$ cat src/rtl/k423_pcu_sb_if.sv
// k423 scoreboard PCU bus: ID decode/issue, MDU completion, WB branch in;
// stall/flush and perf counters out.
interface k423_pcu_sb_if #(
  parameter int NUM_RS = 2,
  parameter int IDX_W  = 5
);
  logic [NUM_RS-1:0]       id_dec_rs_vld_i;
  logic [NUM_RS*IDX_W-1:0] id_dec_rs_idx_i;
  logic                    id_dec_rd_vld_i;
  logic [IDX_W-1:0]        id_dec_rd_idx_i;
  logic                    id_dec_load_i;
  logic                    id_dec_mdu_i;
  logic                    id_issue_i;
  logic                    mdu_done_i;
  logic [IDX_W-1:0]        mdu_done_idx_i;
  logic                    wb_bju_br_tkn_i;
  logic                    pcu_stall_o;
  logic                    pcu_flush_o;
  logic [31:0]             pcu_perf_stall_cnt_o;
  logic [31:0]             pcu_perf_flush_cnt_o;

  modport master (
    output id_dec_rs_vld_i, id_dec_rs_idx_i,
    output id_dec_rd_vld_i, id_dec_rd_idx_i,
    output id_dec_load_i, id_dec_mdu_i,
    output id_issue_i, mdu_done_i,
    output mdu_done_idx_i, wb_bju_br_tkn_i,
    input  pcu_stall_o, pcu_flush_o,
    input  pcu_perf_stall_cnt_o,
    input  pcu_perf_flush_cnt_o
  );

  modport slave (
    input  id_dec_rs_vld_i, id_dec_rs_idx_i,
    input  id_dec_rd_vld_i, id_dec_rd_idx_i,
    input  id_dec_load_i, id_dec_mdu_i,
    input  id_issue_i, mdu_done_i,
    input  mdu_done_idx_i, wb_bju_br_tkn_i,
    output pcu_stall_o, pcu_flush_o,
    output pcu_perf_stall_cnt_o,
    output pcu_perf_flush_cnt_o
  );
endinterface

$ cat src/rtl/k423_pcu_sb.sv
// k423 scoreboard PCU: load countdown + MDU busy bits drive stall/flush.
// Optional perf counters enabled by defining K423_PCU_PERF_EN.
module k423_pcu_sb #(
  parameter int NUM_RS   = 2,
  parameter int IDX_W    = 5,
  parameter int LOAD_LAT = 2
) (
  input  logic          clk_i,
  input  logic          rst_i,
  k423_pcu_sb_if.slave  bus
);
  localparam int NR = 2**IDX_W;
  localparam int CW = $clog2(LOAD_LAT+1);
  localparam logic [CW-1:0] LAT = CW'(LOAD_LAT);

  logic [CW-1:0] r_cnt [NR];
  logic [NR-1:0] r_busy;

  logic [NR-1:0] w_pend;
  logic          w_raw;
  logic          w_waw;
  logic          w_strc;
  logic          w_flush;
  logic          w_stall;
  logic          w_acc;
  logic          w_ld_set;
  logic          w_md_set;
  logic [IDX_W-1:0] w_rs;

  always_comb begin
    for (int r = 0; r < NR; r++) begin
      w_pend[r] = (r_cnt[r] != '0) | r_busy[r];
    end
  end

  always_comb begin
    w_raw = 1'b0;
    w_rs  = '0;
    for (int k = 0; k < NUM_RS; k++) begin
      w_rs  = bus.id_dec_rs_idx_i[k*IDX_W +: IDX_W];
      w_raw = w_raw |
              (bus.id_dec_rs_vld_i[k] &
               (w_rs != '0) & w_pend[w_rs]);
    end
  end

  assign w_waw = bus.id_dec_rd_vld_i &
                 (bus.id_dec_rd_idx_i != '0) &
                 w_pend[bus.id_dec_rd_idx_i];
  assign w_strc = bus.id_dec_mdu_i & (|r_busy);

  assign w_flush = bus.wb_bju_br_tkn_i & ~rst_i;
  assign w_stall = ~w_flush & ~rst_i &
                   (w_raw | w_waw | w_strc);
  assign w_acc   = bus.id_issue_i & ~w_stall & ~w_flush;

  // load wins over mdu if both are flagged
  assign w_ld_set = w_acc & bus.id_dec_rd_vld_i &
                    bus.id_dec_load_i;
  assign w_md_set = w_acc & bus.id_dec_rd_vld_i &
                    bus.id_dec_mdu_i & ~bus.id_dec_load_i;

  always_ff @(posedge clk_i or posedge rst_i) begin
    if (rst_i) begin
      for (int r = 0; r < NR; r++) begin
        r_cnt[r] <= '0;
      end
      r_busy <= '0;
    end else begin
      for (int r = 0; r < NR; r++) begin
        if (r == 0 || w_flush) begin
          r_cnt[r]  <= '0;
          r_busy[r] <= 1'b0;
        end else begin
          if (w_ld_set &&
              bus.id_dec_rd_idx_i == IDX_W'(r))
            r_cnt[r] <= LAT;
          else if (r_cnt[r] != '0)
            r_cnt[r] <= r_cnt[r] - 1'b1;
          if (w_md_set &&
              bus.id_dec_rd_idx_i == IDX_W'(r))
            r_busy[r] <= 1'b1;
          else if (bus.mdu_done_i &&
                   bus.mdu_done_idx_i == IDX_W'(r))
            r_busy[r] <= 1'b0;
        end
      end
    end
  end

  assign bus.pcu_stall_o = w_stall;
  assign bus.pcu_flush_o = w_flush;

`ifdef K423_PCU_PERF_EN
  logic [31:0] r_pstall;
  logic [31:0] r_pflush;

  always_ff @(posedge clk_i or posedge rst_i) begin
    if (rst_i) begin
      r_pstall <= '0;
      r_pflush <= '0;
    end else begin
      if (w_stall) r_pstall <= r_pstall + 32'd1;
      if (w_flush) r_pflush <= r_pflush + 32'd1;
    end
  end

  assign bus.pcu_perf_stall_cnt_o = r_pstall;
  assign bus.pcu_perf_flush_cnt_o = r_pflush;
`else
  assign bus.pcu_perf_stall_cnt_o = 32'd0;
  assign bus.pcu_perf_flush_cnt_o = 32'd0;
`endif
endmodule

$ cat src/flat_wrapper.sv
// flat-port wrapper written by rule: the top's interface ports become plain ports
module k423_pcu_sb_flat 
#(
  parameter int NUM_RS   = 2,
  parameter int IDX_W    = 5,
  parameter int LOAD_LAT = 2
)
  (clk_i, rst_i, bus_id_dec_rs_vld_i, bus_id_dec_rs_idx_i, bus_id_dec_rd_vld_i, bus_id_dec_rd_idx_i, bus_id_dec_load_i, bus_id_dec_mdu_i, bus_id_issue_i, bus_mdu_done_i, bus_mdu_done_idx_i, bus_wb_bju_br_tkn_i, bus_pcu_stall_o, bus_pcu_flush_o, bus_pcu_perf_stall_cnt_o, bus_pcu_perf_flush_cnt_o);
  k423_pcu_sb_if #(.NUM_RS(NUM_RS), .IDX_W(IDX_W)) bus_i ();
  input  logic clk_i;
  input  logic rst_i;
  input wire logic [$bits(bus_i.id_dec_rs_vld_i)-1:0] bus_id_dec_rs_vld_i;
  input wire logic [$bits(bus_i.id_dec_rs_idx_i)-1:0] bus_id_dec_rs_idx_i;
  input wire logic [$bits(bus_i.id_dec_rd_vld_i)-1:0] bus_id_dec_rd_vld_i;
  input wire logic [$bits(bus_i.id_dec_rd_idx_i)-1:0] bus_id_dec_rd_idx_i;
  input wire logic [$bits(bus_i.id_dec_load_i)-1:0] bus_id_dec_load_i;
  input wire logic [$bits(bus_i.id_dec_mdu_i)-1:0] bus_id_dec_mdu_i;
  input wire logic [$bits(bus_i.id_issue_i)-1:0] bus_id_issue_i;
  input wire logic [$bits(bus_i.mdu_done_i)-1:0] bus_mdu_done_i;
  input wire logic [$bits(bus_i.mdu_done_idx_i)-1:0] bus_mdu_done_idx_i;
  input wire logic [$bits(bus_i.wb_bju_br_tkn_i)-1:0] bus_wb_bju_br_tkn_i;
  output wire logic [$bits(bus_i.pcu_stall_o)-1:0] bus_pcu_stall_o;
  output wire logic [$bits(bus_i.pcu_flush_o)-1:0] bus_pcu_flush_o;
  output wire logic [$bits(bus_i.pcu_perf_stall_cnt_o)-1:0] bus_pcu_perf_stall_cnt_o;
  output wire logic [$bits(bus_i.pcu_perf_flush_cnt_o)-1:0] bus_pcu_perf_flush_cnt_o;
  assign bus_i.id_dec_rs_vld_i = bus_id_dec_rs_vld_i;
  assign bus_i.id_dec_rs_idx_i = bus_id_dec_rs_idx_i;
  assign bus_i.id_dec_rd_vld_i = bus_id_dec_rd_vld_i;
  assign bus_i.id_dec_rd_idx_i = bus_id_dec_rd_idx_i;
  assign bus_i.id_dec_load_i = bus_id_dec_load_i;
  assign bus_i.id_dec_mdu_i = bus_id_dec_mdu_i;
  assign bus_i.id_issue_i = bus_id_issue_i;
  assign bus_i.mdu_done_i = bus_mdu_done_i;
  assign bus_i.mdu_done_idx_i = bus_mdu_done_idx_i;
  assign bus_i.wb_bju_br_tkn_i = bus_wb_bju_br_tkn_i;
  assign bus_pcu_stall_o = bus_i.pcu_stall_o;
  assign bus_pcu_flush_o = bus_i.pcu_flush_o;
  assign bus_pcu_perf_stall_cnt_o = bus_i.pcu_perf_stall_cnt_o;
  assign bus_pcu_perf_flush_cnt_o = bus_i.pcu_perf_flush_cnt_o;
  k423_pcu_sb #(.NUM_RS(NUM_RS), .IDX_W(IDX_W), .LOAD_LAT(LOAD_LAT)) u_core (.clk_i(clk_i), .rst_i(rst_i), .bus(bus_i));
endmodule
$ cat config.mk
export PLATFORM = sky130hd
export DESIGN_NAME = k423_pcu_sb_flat
export DESIGN_NICKNAME = d
export VERILOG_FILES = /design/src/rtl/k423_pcu_sb_if.sv /design/src/rtl/k423_pcu_sb.sv /design/src/flat_wrapper.sv
export SDC_FILE = /design/constraint.sdc
export NUM_CORES = 1
export LEC_CHECK = 0
export ABC_AREA = 1
export CAP_MARGIN = 10
export CELL_PAD_IN_SITES_DETAIL_PLACEMENT = 1
export CELL_PAD_IN_SITES_GLOBAL_PLACEMENT = 1
export CORE_AREA = 3 3 135 137
export DETAILED_ROUTE_END_ITERATION = 16
export DIE_AREA = 0 0 138 140
export PLACE_DENSITY_LB_ADDON = 0.1
export RECOVER_POWER = 25
export SYNTH_ARGS = -nofsm -noshare
export SYNTH_HDL_FRONTEND = slang
export SYNTH_SLANG_ARGS = --single-unit
export TNS_END_PERCENT = 10
$ cat constraint.sdc
create_clock -name clk_i -period 5.2 [get_ports clk_i]
set_input_delay 0.52 -clock clk_i [delete_from_list [all_inputs] [get_ports clk_i]]
set_output_delay 0.52 -clock clk_i [all_outputs]
set_load 0.02 [all_outputs]
## Word-level counts from Yosys, hierarchy flattened

Cells that the tools add are included.

| word-level totals | value |
|---|---|
| flip-flop bits (word level) | 93 |
| memories kept | 0 |
| latch bits | 0 |
| bits of input ports | 30 |
| output and inout port bits | 66 |
| RAM bits | 0 |
| ROM bits | 0 |

| cells by class | value |
|---|---|
| shifts and indexed selects | 0 |
| divide/modulo/power cells | 0 |
| $add $sub $neg | 31 |
| $lt $le $gt $ge | 3 |
| equal/unequal tests | 62 |
| multiply operators | 0 |
| multiplexer cells | 192 |
| bitwise operators | 54 |
| reductions and logical operators | 190 |

Operator list:

| kind | count |
|---|---|
| two-way mux 2 bit | 93 |
| nonzero test 3 bit | 62 |
| == test 5 bit (second input constant) | 32 |
| two-way mux 1 bit | 96 |
| logical AND 1 bit | 93 |
| == test 5 x 4 -> 1 bit (second input constant) | 16 |
| nonzero test 2 bit | 31 |
| subtractor 2 x 1 -> 2 bit (second input constant) | 31 |
| == test 5 x 3 -> 1 bit (second input constant) | 8 |
| OR 1 bit | 34 |
| OR reduction 31 bit | 1 |
| == test 5 x 2 -> 1 bit (second input constant) | 4 |
| less-than comparator 5 x 6 -> 1 bit (second input constant) | 3 |
| AND 1 bit | 16 |
| binary-select mux 1 bit (select 5 bit) | 3 |
| nonzero test 5 bit | 3 |
| == test 5 x 1 -> 1 bit (second input constant) | 2 |
| inverter 1 bit | 4 |

## Depth between registers and ports, before layout

Gate-level depths: netlist of run 1.

| depth | value |
|---|---|
| word-level depth | 18 |
| mapped depth | 21 |
| mapped depth without buffers | 20 |

## Least setup slack after synthesis of run 1

No wires, ideal clock.

| path | value |
|---|---|
| path type | in2out |
| start | input bus_id_dec_rs_idx_i[5] |
| end | output bus_pcu_stall_o |
| required time | 4.680 ns |
| setup slack | 2.870 ns |
| arrival time | 1.810 ns |
| cell stages on the path | 14 |
| path through | buf_2 inv_2 buf_2 o21ai_1 nand3_1 nand3_1 nand3_1 nand2_1 nand2_1 nand3b_1 nand3_2 nand2_2 buf_6 inv_1 |

| on the way | value |
|---|---|
| longest elaborated chain between the ends | 7 |

Ends and longest elaborated chain:

| what | line | text |
|---|---|---|
| from (decl) | flat_wrapper.sv:13 | `input wire logic [$bits(bus_i.id_dec_rs_idx_i)-1:0] bus_id_dec_rs_idx_i;` |
| binary-select mux 1 bit (select 5 bit) or nonzero test 5 bit (tied branches) | k423_pcu_sb.sv:43 | `(w_rs != '0) & w_pend[w_rs]);` |
| two-way mux 1 bit (not written as such) or AND 1 bit (tied branches) | k423_pcu_sb.sv:43, k423_pcu_sb.sv:42 |  |
| AND 1 bit (*) | k423_pcu_sb.sv:43 |  |
| OR 1 bit (*) | k423_pcu_sb.sv:41 | `w_raw = w_raw \|` |
| OR 1 bit (*) (2 in series) | k423_pcu_sb.sv:54 | `(w_raw \| w_waw \| w_strc);` |
| AND 1 bit (*) | k423_pcu_sb.sv:53 | `assign w_stall = ~w_flush & ~rst_i &` |
| to (decl) | flat_wrapper.sv:22 | `output wire logic [$bits(bus_i.pcu_stall_o)-1:0] bus_pcu_stall_o;` |

Every way passes the cells marked *; elsewhere a longest branch is shown, timed or not. The select of a mux whose other input is x is not followed.

## Worst setup path after layout of run 1

Ends and elaborated chain as after synthesis.

==> flow_metrics.py, run 1 <==
metrics = {
    "synth": {
        "syn_area_sq_mm": 0.00734,
        "ys_types": 28,
        "synth-async-reset-ratio_pct": 100,
        "yosys-top-cells-count": "nand2_1, inv_1, nand3_1, nor2_1, dfrtp_1",
        "synth.most_common_cell": "nand2_1",
        "synth-main-ff-cell": "dfrtp_1",
        "synth_edf_count": 0,
        "yosys.area.top_type_share_pct": 31.7,
        "ys_warn_count": 0,
        "syn_inst": 1114,
        "ys_seq_area_share_pct": 31.7,
        "avgSynthCellArea_sq_um": 6.59,
        "synth_seq_cells": 93,
        "synth.area.top_cells": "dfrtp_1, nand2_1, inv_1",
        "yosysTopAreaCell": "dfrtp_1",
    },
    "hold_path": {
        "whs_endpoint": "u_core.r_cnt[12]$_DFFE_PP0P_",
        "whs_path_depth": 2,
        "hold_class": "reg2reg",
        "hp-start": "u_core.r_cnt[12]$_DFFE_PP0P_",
    },
    "worst_setup_path": {
        "cp.arrival_ns": 3.31,
        "timing.rr.end": "u_core.r_busy[4]$_DFFE_PP0P_",
        "r2r_cells": 19,
        "cp.required_ns": 4.68,
        "cp-startpoint": "bus_id_dec_rs_idx_i[5]",
        "path_max_fanout": 17,
        "r2r_start": "u_core.r_cnt[16]$_DFFE_PP0P_",
        "worstSetupPathType": "in2out",
        "r2r_slack_ns": 2.03,
        "end_kind": "primary output",
        "crit_path_start_kind": "input port",
    },
    "sta": {
        "finalClockSkew_ns": 0.00754,
        "period_minus_slack_ns": 3.83,
        "drv_slew": 53,
        "rsz0062_at_grt": "false",
        "final.setup.tns_ns": 0,
        "hold_violations": 0,
        "fin_crit_sh_pct": 73.7,
        "max_freq_mhz": 261,
        "worst_pin_slew_ns": 2.63,
        "fin_ws_ns": 1.37,
        "finalSetupViolCount": 0,
        "maxSlewHeadroom_pct": -76.5,
    },
    "floorplan": {
        "core_area_sq_mm": 0.0172,
        "ios": 96,
        "dieArea_sq_mm": 0.0193,
        "die_y_microns": 140,
        "start_util_pct": 42.7,
        "fp-row-count": 48,
        "die_w_microns": 138,
    },
    "clocking": {
        "cts_tree": "done",
        "clkSinkCount": 93,
        "post-cts-setup-buffers": 0,
        "htreeDepth": 3,
        "cts_root_buf": "clkbuf_16",
        "insertion_delay_ns": 0.36,
        "hold_buffers": 0,
        "cts-resized-gates": 0,
        "cts_buffers": 9,
        "clk_pin_slew_ns": 0.07,
        "clockBufferDepth": 2,
    },
    "global_routing": {
        "grt_start_max_net_pins": 59,
        "gr-total-overflow": 0,
        "antenna_found_initial": 0,
        "grt_pass1_wl_microns": 38400,
        "grt_pass1_vias": 7194,
        "grt_usage_pct": 24.9,
    },
    "job": {
        "maxCapViolations": 1,
    },
    "placed_design": {
        "dp_cells": 1340,
        "dp_slack_ns": 1.33,
        "hpwl_microns": 17700,
        "gp_congestion": 0.900,
        "io_buffers": 31,
    },
    "pwr": {
        "p_leak_nw": 4.45,
        "powerDensity_mw_per_mm2": 472,
        "vdd_drop_max_mv": 0.187,
    },
    "finish": {
        "fillers": 2318,
        "final_nets": 1187,
        "final_layout_size_suffix_gt1_share_pct": 7.16,
        "stdcell_count": 1356,
        "area_growth_pct": 7.43,
        "diodes": 0,
    },
    "outcome": {
        "status": "complete, but fails checks",
        "violations": "capacitance limit, slew limit",
    },
    "detailed_routing": {
        "drt_first_iter_violations": 414,
        "via_count": 7127,
        "drtAntennaViolNets": 0,
        "totalWireLength_microns": 23600,
        "dr.pass1.iters": 4,
        "drc": 0,
        "vias_per_cell": 5.26,
        "wl_per_cell_microns": 17.4,
    },
}
-- routing by layer --
layer	global-route usage, %	up-vias	routed length, microns	share of wire (%)
li1	-	3429	-	-
met1	33.7	3475	10900	46
met4	6.81	0	441	1.9
met3	4.10	32	1200	5.1
met5	0	-	0	0
met2	41.4	191	11100	47
-- sequential cells by signal, indices dropped and copies added, names as in the netlist --
name / cells
u_core.r_cnt: 62
u_core.r_busy: 31
-- power by group --
part,switching [mW],internal [mW],leakage (nW)
Combinational,1.26,0.675,3.10
Sequential,0.108,0.967,1.20
Clock,0.299,0.412,0.152
-- final cells by class --
type / instances / area, sq um / share of cell area, %
multi-input cells: 800 / 3900 / 49.4
flip-flops and latches: 93 / 2330 / 29.5
inverters: 181 / 681 / 8.63
repair buffers: 41 / 385 / 4.89
well taps: 225 / 282 / 3.57
clock buffers: 13 / 270 / 3.43
clock inverters: 3 / 42.5 / 0.540
-- layout by cell type (no fill, tap or decap), types with 5 or more instances in the layout --
| cell | instances |
|---|---|
| nor3_1 | 21 |
| inv_2 | 14 |
| or2_2 | 9 |
| nand4_2 | 19 |
| o21ai_0 | 38 |
| conb_1 | 64 |
| clkbuf_16 | 9 |
| nand2_2 | 6 |
| nor2_2 | 5 |
| nor2_1 | 98 |
| buf_4 | 10 |
| clkdlybuf4s50_1 | 30 |
| ha_1 | 31 |
| nand4_1 | 33 |
| inv_1 | 164 |
| nand3_1 | 106 |
| dfrtp_1 | 93 |
| a21oi_1 | 59 |
| nand2_1 | 297 |
-- critical path, cell delays in order --
cell	delay [ns]
clkdlybuf4s50_1	0.71
inv_2	0.40
o21ai_0	0.22
nand3_1	0.13
nand3_1	0.08
nand3_1	0.10
nand2_1	0.05
nand2_1	0.05
nand3b_1	0.10
nand3_2	0.10
nand2_2	0.06
inv_1	0.14
clkdlybuf4s50_1	0.63
-- logic make-up after synthesis --
logic type               Yosys count  synth area share, %
flip-flops                        93                 31.7
adder cells (fa/ha/maj)           31                 5.29
AO/OA/AOI/OAI                    104                 7.18
buffers and inverters            284                 18.6
other                              1               0.0511
AND/OR/NAND/NOR                  601                 37.2
-- worst max-delay path by stage --
stage / end
global route: bus_pcu_stall_o
CTS: bus_pcu_stall_o
floorplan: u_core.r_busy[10]$_DFFE_PP0P_
finish: bus_pcu_stall_o
global placement: u_core.r_busy[2]$_DFFE_PP0P_
detailed placement: u_core.r_cnt[24]$_DFFE_PP0P_
-- stage by stage --
step	cell area [sq um]	hold slack [ns]	utilization, %	power (mW)
2_1_floorplan	7570	0.441	-	2.52
3_3_place_gp	7570	0.454	44.1	2.96
3_5_place_dp	7570	0.461	44.1	3.03
4_1_cts	7890	0.478	45.9	3.75
5_1_grt	7880	0.502	45.9	4.12
6_report	7880	0.473	45.9	3.72
No activity file was read; power rests on OpenSTA's default activity.
==> run 2, diff against run 1 <==
CORE_AREA = 3 3 140 142   (was 3 3 135 137)
DIE_AREA = 0 0 143 145   (was 0 0 138 140)
clock period = 3.7 ns   (was 5.2 ns; I/O delays follow)
==> run 2 against run 1 <==
Effect of this change: register-to-register slack lost 1.4 ns; wire length increased by 3.2%; count of clock-buffer cells in the layout fell by 1; via count decreased by 1.1%; total power grew 44%; sequential power rose by 41%; combinational power rose by 42%; flip-flop and latch count stayed put; clock skew increased by 0.0014 ns; the run now ends clean; clock power rose by 58%; critical path type unchanged.
==> flow_metrics.py, run 2 (same netlist as run 1, synthesis figures left out) <==
metrics = {
    "outcome": {
        "status": "completed",
    },
    "detailed_routing": {
        "drt_first_iter_violations": 386,
        "drc": 0,
        "totalWireLength_microns": 24400,
        "wl_per_cell_microns": 17.7,
        "dr.pass1.iters": 4,
        "via_count": 7051,
        "drtAntennaViolNets": 0,
        "vias_per_cell": 5.13,
    },
    "clocking": {
        "hold_buffers": 0,
        "clkSinkCount": 93,
        "insertion_delay_ns": 0.36,
        "cts_root_buf": "clkbuf_16",
        "clk_pin_slew_ns": 0.07,
        "htreeDepth": 3,
        "cts_buffers": 9,
        "cts_tree": "done",
        "clockBufferDepth": 2,
    },
    "sta": {
        "hold_violations": 0,
        "rsz0062_at_grt": "false",
        "whs_ns": 0.472,
        "fin_crit_sh_pct": 91.0,
        "maxSlewHeadroom_pct": 17.8,
        "period_minus_slack_ns": 3.37,
        "finalClockSkew_ns": 0.00894,
        "worst_pin_slew_ns": 1.23,
        "finalSetupViolCount": 0,
        "max_freq_mhz": 297,
        "final.setup.tns_ns": 0,
        "drv_slew": 0,
    },
    "finish": {
        "largest_reg_flops": 62,
        "fillers": 2478,
        "final_layout_size_suffix_gt1_share_pct": 7.89,
        "layout_commonest_cell": "nand2_1",
        "layout_common_cells": "nand2_1, inv_1, nand3_1, nor2_1, dfrtp_1",
        "diodes": 0,
        "area_growth_pct": 9.38,
        "top_register": "u_core.r_cnt",
        "largestRegisters": "u_core.r_cnt (62), u_core.r_busy (31)",
        "final_nets": 1197,
    },
    "worst_setup_path": {
        "timing.rr.end": "u_core.r_cnt[17]$_DFFE_PP0P_",
        "cp.required_ns": 3.33,
        "worstSetupPathType": "in2out",
        "path_delay_family": "buffers and inverters",
        "critPathBufInv": 4,
        "end_kind": "primary output",
        "cp.arrival_ns": 3.00,
        "crit_chain": "clkdlybuf4s50_1, inv_1, nand2_2, nor2_1, nor2_1, nand3_1, nand2_1, nand2_1, nor2_1, nand2_1, nand2_1, nand2_1, nand3_2, nand2_4, inv_1, clkdlybuf4s50_1",
        "r2r_start": "u_core.r_cnt[16]$_DFFE_PP0P_",
        "cp_common_cell": "nand2_1",
        "r2r_cells": 20,
        "crit_path_start_kind": "input port",
        "path_max_fanout": 16,
        "r2r_slack_ns": 0.65,
        "slowest_stage": "clkdlybuf4s50_1",
        "slowest_delay_ns": 0.62,
    },
    "hold_path": {
        "whs_path_depth": 2,
        "whs_endpoint": "u_core.r_cnt[28]$_DFFE_PP0P_",
        "hp-start": "u_core.r_cnt[28]$_DFFE_PP0P_",
        "hold_class": "reg2reg",
    },
    "pwr": {
        "intPower_mw": 3.00,
        "vdd_drop_max_mv": 0.289,
        "swShare_pct": 44.2,
        "pwr-share-comb_pct": 51.0,
        "p_leak_nw": 4.53,
        "clkPwrFrac_pct": 20.9,
        "p_switching_mw": 2.37,
        "powerDensity_mw_per_mm2": 669,
        "pwr-share-seq_pct": 28.2,
        "power_mw": 5.37,
    },
    "global_routing": {
        "gr-total-overflow": 0,
        "antenna_found_initial": 0,
        "grt_start_max_net_pins": 50,
        "grt_pass1_vias": 7059,
        "grt_pass1_wl_microns": 38900,
        "grt_usage_pct": 23.9,
    },
    "floorplan": {
        "start_util_pct": 39.5,
        "fp-row-count": 50,
        "die_w_microns": 143,
        "ios": 96,
        "die_y_microns": 145,
        "dieArea_sq_mm": 0.0207,
        "core_area_sq_mm": 0.0186,
    },
    "placed_design": {
        "hpwl_microns": 18800,
        "gp_congestion": 0.956,
        "io_buffers": 31,
    },
    "job": {
        "maxCapViolations": 0,
    },
}
run 2: through the flow:
stage,instance area [sq um],worst slack [ns],std cells,utilization [%]
3_3_place_gp,7700,0.339,1359,41.4
6_report,8030,0.331,1375,43.2
2_1_floorplan,7570,0.910,1177,-
5_1_grt,8030,0.0903,1375,43.2
3_5_place_dp,7700,0.238,1359,41.4
4_1_cts,8040,0.268,1375,43.3
run 2: worst max-delay path by stage:
stage	from	end	slack, ns	cells after the start
floorplan	rst_i	u_core.r_busy[10]$_DFFE_PP0P_	0.91	1
global placement	bus_id_dec_rd_idx_i[1]	bus_pcu_stall_o	0.34	16
detailed placement	bus_id_dec_rs_idx_i[1]	u_core.r_cnt[17]$_DFFE_PP0P_	0.24	20
CTS	u_core.r_cnt[24]$_DFFE_PP0P_	bus_pcu_stall_o	0.27	16
global route	u_core.r_cnt[24]$_DFFE_PP0P_	bus_pcu_stall_o	0.09	16
finish	bus_id_dec_rd_idx_i[0]	bus_pcu_stall_o	0.33	16
run 2: final cells by class:
class	instances	area [sq um]	share of cell area [%]
flip-flops and latches	93	2330	29.0
clock inverters	4	95.1	1.18
inverters	181	681	8.48
repair buffers	51	483	6.02
multi-input cells	800	3900	48.6
clock buffers	12	246	3.07
well taps	234	293	3.65
run 2: repair_timing:
item / CTS / global route
setup buffers: 0 / 0
endpoints found under the setup margin: 0 / 1
resized for setup: 0 / 1
run 2: metal layers:
metal / part of all wire, % / track usage, % / vias to the layer above
met5: 0 / 0 / -
met4: 2.7 / 7.79 / 0
met3: 5.4 / 3.59 / 42
met2: 45 / 37.0 / 200
met1: 47 / 34.0 / 3369
li1: - / - / 3440
run 2: worst min-delay path, stage by stage (launching register included):
cell and delay (ns):
dfrtp_1 0.34, nand2_1 0.05, nand2_1 0.05
run 2: power by group through the flow:
stage	Clock (mW)	Combinational [mW]	Sequential, mW
final	1.12	2.74	1.51
after CTS	1.13	2.76	1.51
after global placement	0	2.66	1.52
after floorplan	0	2.05	1.49
after detailed placement	0	2.74	1.53
after global routing	1.17	3.18	1.56
==> run 3, diff against run 2 <==
SKIP_CTS_REPAIR_TIMING = 1   (was not set)
SLEW_MARGIN = 20   (was not set)
==> results of run 3 <==
Final layout, timing and power as in run 2 (identical DEF).
